<file path="src/rtl/seg7_pkg.sv">
// Shared constants and types for the multiplexed seven-segment scanner.
package seg7_pkg;

  typedef logic [4:0] glyph_t;

  localparam glyph_t     CODE_DASH  = 5'd16;
  localparam glyph_t     CODE_BLANK = 5'd17;
  localparam logic [6:0] SEG_OFF    = 7'h7F;

endpackage

</file>
<file path="src/rtl/seg7_decoder.sv">
// Glyph code to active-low GFEDCBA segment pattern. Codes 0..15 are hex,
// 16 is a dash, everything else is blank.
module seg7_decoder
  import seg7_pkg::*;
(
  input  glyph_t     code,
  output logic [6:0] seg
);

  // Pure lookup; unknown codes fall through to blank.
  always_comb begin
    seg = SEG_OFF;
    case (code)
      5'd0:      seg = 7'h40;
      5'd1:      seg = 7'h79;
      5'd2:      seg = 7'h24;
      5'd3:      seg = 7'h30;
      5'd4:      seg = 7'h19;
      5'd5:      seg = 7'h12;
      5'd6:      seg = 7'h02;
      5'd7:      seg = 7'h78;
      5'd8:      seg = 7'h00;
      5'd9:      seg = 7'h10;
      5'd10:     seg = 7'h08;
      5'd11:     seg = 7'h03;
      5'd12:     seg = 7'h46;
      5'd13:     seg = 7'h21;
      5'd14:     seg = 7'h06;
      5'd15:     seg = 7'h0E;
      CODE_DASH: seg = 7'h3F;
      default:   seg = SEG_OFF;
    endcase
  end

endmodule

</file>
<file path="src/rtl/seven_segment_scanner.sv">
// Multiplexed common-anode seven-segment driver. An internal prescaler
// dwells on each digit for DWELL cycles; all per-digit inputs are sampled
// once per frame so a frame never shows a torn value. Outputs are
// registered one cycle behind the counter state they describe.
module seven_segment_scanner
  import seg7_pkg::*;
#(
  parameter int NUM_DIGITS   = 4,
  parameter int DWELL        = 50000,
  parameter int BLINK_FRAMES = 64,
  parameter int BRIGHT_W     = 3
) (
  input  logic                    clk,
  input  logic                    rst_n,
  input  logic [5*NUM_DIGITS-1:0] codes,
  input  logic [NUM_DIGITS-1:0]   dp_en,
  input  logic [NUM_DIGITS-1:0]   blink_en,
  input  logic [BRIGHT_W-1:0]     brightness,
  input  logic                    lz_suppress,
  output logic [NUM_DIGITS-1:0]   DIGIT,
  output logic [6:0]              DISPLAY,
  output logic                    DP,
  output logic                    frame_start
);

  localparam int DW       = $clog2(DWELL);
  localparam int IW       = $clog2(NUM_DIGITS);
  localparam int SLOT_LEN = DWELL >> BRIGHT_W;
  localparam int SW       = $clog2(SLOT_LEN);
  localparam int FW       = $clog2(BLINK_FRAMES + 1);

  localparam logic [DW-1:0] DWELL_LAST = DW'(DWELL - 1);
  localparam logic [IW-1:0] IDX_LAST   = IW'(NUM_DIGITS - 1);
  localparam logic [SW-1:0] SUB_LAST   = SW'(SLOT_LEN - 1);
  localparam logic [FW-1:0] BF_LAST    = FW'(BLINK_FRAMES - 1);

  // Scan counters. slot tracks dwell_cnt / SLOT_LEN incrementally so no
  // divider is needed for non-power-of-two dwell lengths.
  logic [DW-1:0]       dwell_cnt;
  logic [SW-1:0]       sub_cnt;
  logic [BRIGHT_W-1:0] slot;
  logic [IW-1:0]       idx;
  logic [FW-1:0]       frame_cnt;
  logic                blink_phase;

  // Per-frame shadow copies of the inputs.
  glyph_t                shadow_codes [NUM_DIGITS];
  logic [NUM_DIGITS-1:0] shadow_dp;
  logic [NUM_DIGITS-1:0] shadow_blink;
  logic [NUM_DIGITS-1:0] shadow_lz;
  logic [BRIGHT_W-1:0]   shadow_bright;

  logic dwell_wrap;
  logic last_digit;
  logic frame_wrap;
  logic snapshot;

  assign dwell_wrap = (dwell_cnt == DWELL_LAST);
  assign last_digit = (idx == IDX_LAST);
  assign frame_wrap = dwell_wrap && last_digit;
  assign snapshot   = (dwell_cnt == '0) && (idx == '0);

  // Prescaler, brightness slot and digit index.
  always_ff @(posedge clk or negedge rst_n) begin
    if (!rst_n) begin
      dwell_cnt <= '0;
      sub_cnt   <= '0;
      slot      <= '0;
      idx       <= '0;
    end else if (dwell_wrap) begin
      dwell_cnt <= '0;
      sub_cnt   <= '0;
      slot      <= '0;
      idx       <= last_digit ? '0 : idx + 1'b1;
    end else begin
      dwell_cnt <= dwell_cnt + 1'b1;
      if (sub_cnt == SUB_LAST) begin
        sub_cnt <= '0;
        slot    <= slot + 1'b1;
      end else begin
        sub_cnt <= sub_cnt + 1'b1;
      end
    end
  end

  // Blink phase flips after every BLINK_FRAMES complete frames; the flip
  // lands on a frame boundary, where the anodes are already dark.
  always_ff @(posedge clk or negedge rst_n) begin
    if (!rst_n) begin
      frame_cnt   <= '0;
      blink_phase <= 1'b0;
    end else if (frame_wrap) begin
      if (frame_cnt == BF_LAST) begin
        frame_cnt   <= '0;
        blink_phase <= ~blink_phase;
      end else begin
        frame_cnt <= frame_cnt + 1'b1;
      end
    end
  end

  // Leading-zero mask from the live inputs: a zero digit is blanked while
  // every digit above it is zero or blank-coded. Digit 0 always shows.
  logic [NUM_DIGITS-1:0] lz_mask;
  logic                  higher_clear;
  glyph_t                lz_code;

  always_comb begin
    lz_mask      = '0;
    higher_clear = 1'b1;
    lz_code      = '0;
    for (int i = NUM_DIGITS - 1; i >= 0; i--) begin
      lz_code = codes[5*i +: 5];
      if ((i != 0) && (lz_code == 5'd0) && higher_clear) lz_mask[i] = 1'b1;
      higher_clear = higher_clear && ((lz_code == 5'd0) || (lz_code >= CODE_BLANK));
    end
  end

  // Frame snapshot of every display input.
  always_ff @(posedge clk or negedge rst_n) begin
    if (!rst_n) begin
      for (int i = 0; i < NUM_DIGITS; i++) shadow_codes[i] <= CODE_BLANK;
      shadow_dp     <= '0;
      shadow_blink  <= '0;
      shadow_lz     <= '0;
      shadow_bright <= '0;
    end else if (snapshot) begin
      for (int i = 0; i < NUM_DIGITS; i++) shadow_codes[i] <= codes[5*i +: 5];
      shadow_dp     <= dp_en;
      shadow_blink  <= blink_en;
      shadow_lz     <= lz_suppress ? lz_mask : '0;
      shadow_bright <= brightness;
    end
  end

  // Current digit: blinked or suppressed digits decode as blank.
  logic       blinked;
  logic       hidden;
  glyph_t     dec_code;
  logic [6:0] seg;
  logic       anode_on;

  assign blinked  = blink_phase && shadow_blink[idx];
  assign hidden   = blinked || shadow_lz[idx];
  assign dec_code = hidden ? CODE_BLANK : shadow_codes[idx];
  // Cycle 0 of every dwell stays dark so the previous digit cannot ghost.
  assign anode_on = (dwell_cnt != '0) && (slot <= shadow_bright);

  seg7_decoder u_decoder (
    .code (dec_code),
    .seg  (seg)
  );

  // Registered pin drivers.
  always_ff @(posedge clk or negedge rst_n) begin
    if (!rst_n) begin
      DIGIT       <= '1;
      DISPLAY     <= SEG_OFF;
      DP          <= 1'b1;
      frame_start <= 1'b0;
    end else begin
      frame_start <= snapshot;
      if (anode_on) begin
        DIGIT   <= ~(NUM_DIGITS'(1) << idx);
        DISPLAY <= seg;
        DP      <= ~(shadow_dp[idx] && !blinked);
      end else begin
        DIGIT   <= '1;
        DISPLAY <= SEG_OFF;
        DP      <= 1'b1;
      end
    end
  end

endmodule

</file>
<file path="config.mk">
export PLATFORM = sky130hd
export DESIGN_NAME = seven_segment_scanner
export DESIGN_NICKNAME = d
export VERILOG_FILES = /design/src/rtl/seg7_pkg.sv /design/src/rtl/seg7_decoder.sv /design/src/rtl/seven_segment_scanner.sv
export SDC_FILE = /design/constraint.sdc
export NUM_CORES = 1
export LEC_CHECK = 0
export BUFFER_PORTS_ARGS = -buffer_cell sky130_fd_sc_hd__buf_2
export CAP_MARGIN = 25
export CORE_AREA = 2 2 102 104
export DETAILED_ROUTE_END_ITERATION = 8
export DIE_AREA = 0 0 104 106
export GPL_TIMING_DRIVEN = 0
export MAX_ROUTING_LAYER = met4
export PLACE_DENSITY = 0.62
export SLEW_MARGIN = 20
export SYNTH_ARGS = -nofsm -noshare
export SYNTH_HDL_FRONTEND = slang
export SYNTH_SLANG_ARGS = --single-unit
</file>
<file path="constraint.sdc">
create_clock -name clk -period 6 [get_ports clk]
set_input_delay 0.3 -clock clk [delete_from_list [all_inputs] [get_ports clk]]
set_output_delay 0.3 -clock clk [all_outputs]
set_load 0.02 [all_outputs]
</file>
==> run metrics <==
Avg Inst Size Synth=9.81 um^2; minimum clock period=3.05 ns; total negative slack=0 ns; Post-Syn Area=4350 um^2; GPL Wtd Cong=0.859; dpl ws=2.94 ns; total clock sinks=89; Fill cells=960; final worst slack=2.95 ns; H-tree depth=3; Slew @ Worst Pin=0.649 ns; Critical Path End Type=flip-flop; most frequent cell after synthesis=nand2_1; Synth async-reset ratio=1.00; Sw Ratio=0.265; Reg2Reg Depth=12; final wirelength=8670 um; Final Hold Vio Count=0; EDFF count, synth=0; largest net degree at the start of global routing=50; via count=3187; power per cell area=222 nW/um^2; total CTS buffers=9; wire per inst=13.5 um; critical path arrival=3.32 ns; DR iter-0 viols=136; Req. time, crit path=6.28 ns; DRC Markers=0; io pins=47; Die ar.=11000 um^2; max_cap viols=0; Post-CTS Setup Bufs=0; die width=104 um; reg-to-reg endpoint=DISPLAY[6]$_DFF_PN1_; worst-path fanout max=10; Syn Nets=496; initial antenna violation count=0; Layout Skew=0.0164 ns; FF-to-FF setup slack=2.95 ns; GRT Util Overall=0.175; count of cells resized by post-cts repair=0; Pre-Repair DR Iteration Count=4; Detailed Place HPWL=6400 um; Yosys warnings=0; kind of critical path=flip-flop to flip-flop; cell row count=37; Distinct cells, synth=43; IO Port Bufs=46; CTS root buffer=clkbuf_8; vias per inst=4.95; worst r2r src=idx[1]$_DFFE_PN0N_; final net count=556; deepest clock path buffer count=2; Slew headroom=0.563; Core Area=10000 um^2; Hold-fix buffers, CTS=1; total grt overflow=0; Reg power frac=0.567; final worst path period share=0.508; antenna viol nets, final=0; critical path launch point type=flip-flop; outcome=complete, no violations; RSZ-0062 raised after global routing=no; TritonCTS clock tree=done; Area growth syn-to-layout=14.5%; Net Sw Power=0.000293 W; clk_lat worst skew=0.37 ns; post-synthesis cell count=443; Layout Utilization=0.498; diode count=0; Seq/Total Area, Yosys=0.518; DIE HEIGHT=106 um; global-route wire length before repair=15100 um; area leader, netlist=dfrtp_1; max-slew violations=0; FMAX=328 MHz; top post-synthesis cells by area=dfrtp_1, dfstp_2, nand2_1; Hold Crit Class=input port to flip-flop; dominant synthesized flop cell=dfrtp_1; layout cell share with drive strength beyond 1=0.205; Clk network pwr share=0.367; CTS clock-pin slew for the worst setup and hold paths=0.11 ns; Comb power frac=0.066; vias in the first global route=3156; most frequent cells after synthesis=nand2_1, dfrtp_1, nor2_1; Starting Density=0.435; leakage=2.34 nW; FF+latch count, synth=89; Hold WS=0.111 ns; crit path launch=idx[1]$_DFFE_PN0N_; post-synth top area share=0.397; IR drop worst, VDD=0.0000959 V; # setup viols final=0; Layout Cells excl Fill=644; Cells after DPL=626; Power Internal=0.000813 W; Setup crit end=DISPLAY[6]$_DFF_PN1_
-- state kept, by name, summed over array words and instances (netlist names), 4 cells and up --
register and flops:
shadow_dp 4, dwell_cnt 16, shadow_codes 20, frame_cnt 7
DIGIT 4, sub_cnt 13, DISPLAY 7, shadow_blink 4
-- power groups by stage --
stage	Sequential, W	Clock [W]	Combinational, W
after global placement	0.000638	0	0.0000702
after floorplan	0.000644	0	0.0000292
after global routing	0.000629	0.000448	0.0000834
final	0.000627	0.000405	0.0000733
after CTS	0.000627	0.000419	0.0000745
after detailed placement	0.000638	0	0.0000735
-- per-stage QoR --
step | instance area [um^2] | power (W)
after floorplan | 4350 | 0.000673
after global routing | 4980 | 0.00116
final | 4980 | 0.00111
after global placement | 4750 | 0.000708
after CTS | 4970 | 0.00112
after detailed placement | 4770 | 0.000712
-- cell type report --
type / count / area [um^2] / area share
plain buffers: 16 / 67.6 / 0.0136
clock buffers: 9 / 124 / 0.0249
clock inverters: 7 / 68.8 / 0.0138
inverters: 16 / 60.1 / 0.0121
multi-input cells: 322 / 1970 / 0.395
flip-flops and latches: 89 / 2250 / 0.452
well taps: 136 / 170 / 0.0342
repair buffers: 49 / 268 / 0.0538
-- metal layers --
| metal | GRT usage | up-vias | part of all wire |
|---|---|---|---|
| met4 | 0.0608 | 0 | 0.015 |
| met5 | - | - | 0 |
| met1 | 0.250 | 1535 | 0.52 |
| met2 | 0.256 | 45 | 0.44 |
| li1 | - | 1597 | - |
| met3 | 0.0258 | 10 | 0.023 |
-- worst max-delay path, cell delays in order, from the launching register on --
cell      delay [ns]
dfrtp_1         0.41
clkbuf_1        0.49
mux2i_1         0.35
o22a_1          0.24
and2_1          0.14
clkbuf_1        0.24
nand2_1         0.18
inv_1           0.14
ha_1            0.21
inv_1           0.08
o21ai_0         0.18
a21oi_1         0.09
a32oi_1         0.22
-- how the worst min path moves through the flow --
stage | startpoint | to | slack, ns | depth (start not counted)
final | codes[0] | shadow_codes[15]$_DFFE_PN1P_ | 0.11 | 3
after floorplan | rst_n | blink_phase$_DFFE_PN0P_ | 0.004 | 0
after global placement | shadow_codes[4]$_DFFE_PN1P_ | shadow_codes[4]$_DFFE_PN1P_ | 0.44 | 2
after detailed placement | rst_n | sub_cnt[0]$_DFF_PN0_ | 0.36 | 1
after global routing | codes[0] | shadow_codes[15]$_DFFE_PN1P_ | 0.11 | 3
after CTS | codes[0] | shadow_codes[15]$_DFFE_PN1P_ | 0.10 | 3
-- logic make-up (layout without fill, tap and decap cells) --
logic type	after synthesis	after routing	synth area share
AND/OR/NAND/NOR	226	226	0.232
flip-flops	89	89	0.518
XOR/XNOR	32	32	0.0645
buffers and inverters	32	97	0.0294
AO/OA/AOI/OAI	29	29	0.0455
adder cells (fa/ha/maj)	19	19	0.0547
multiplexers	16	16	0.0556
-- placed cells by master, fill, tap and decap left out, types with 6 or more instances in the layout --
cell type and instances:
nand2_1 122, dfrtp_1 69, buf_2 51, nor2_1 33
nand3_1 25, dfstp_2 20, ha_1 19, inv_1 16
xor2_1 16, xnor2_1 16, clkbuf_1 10, nor3_1 9
clkbuf_8 9, o21ai_0 8, mux4_2 6
(Power assumes the default switching activity.)
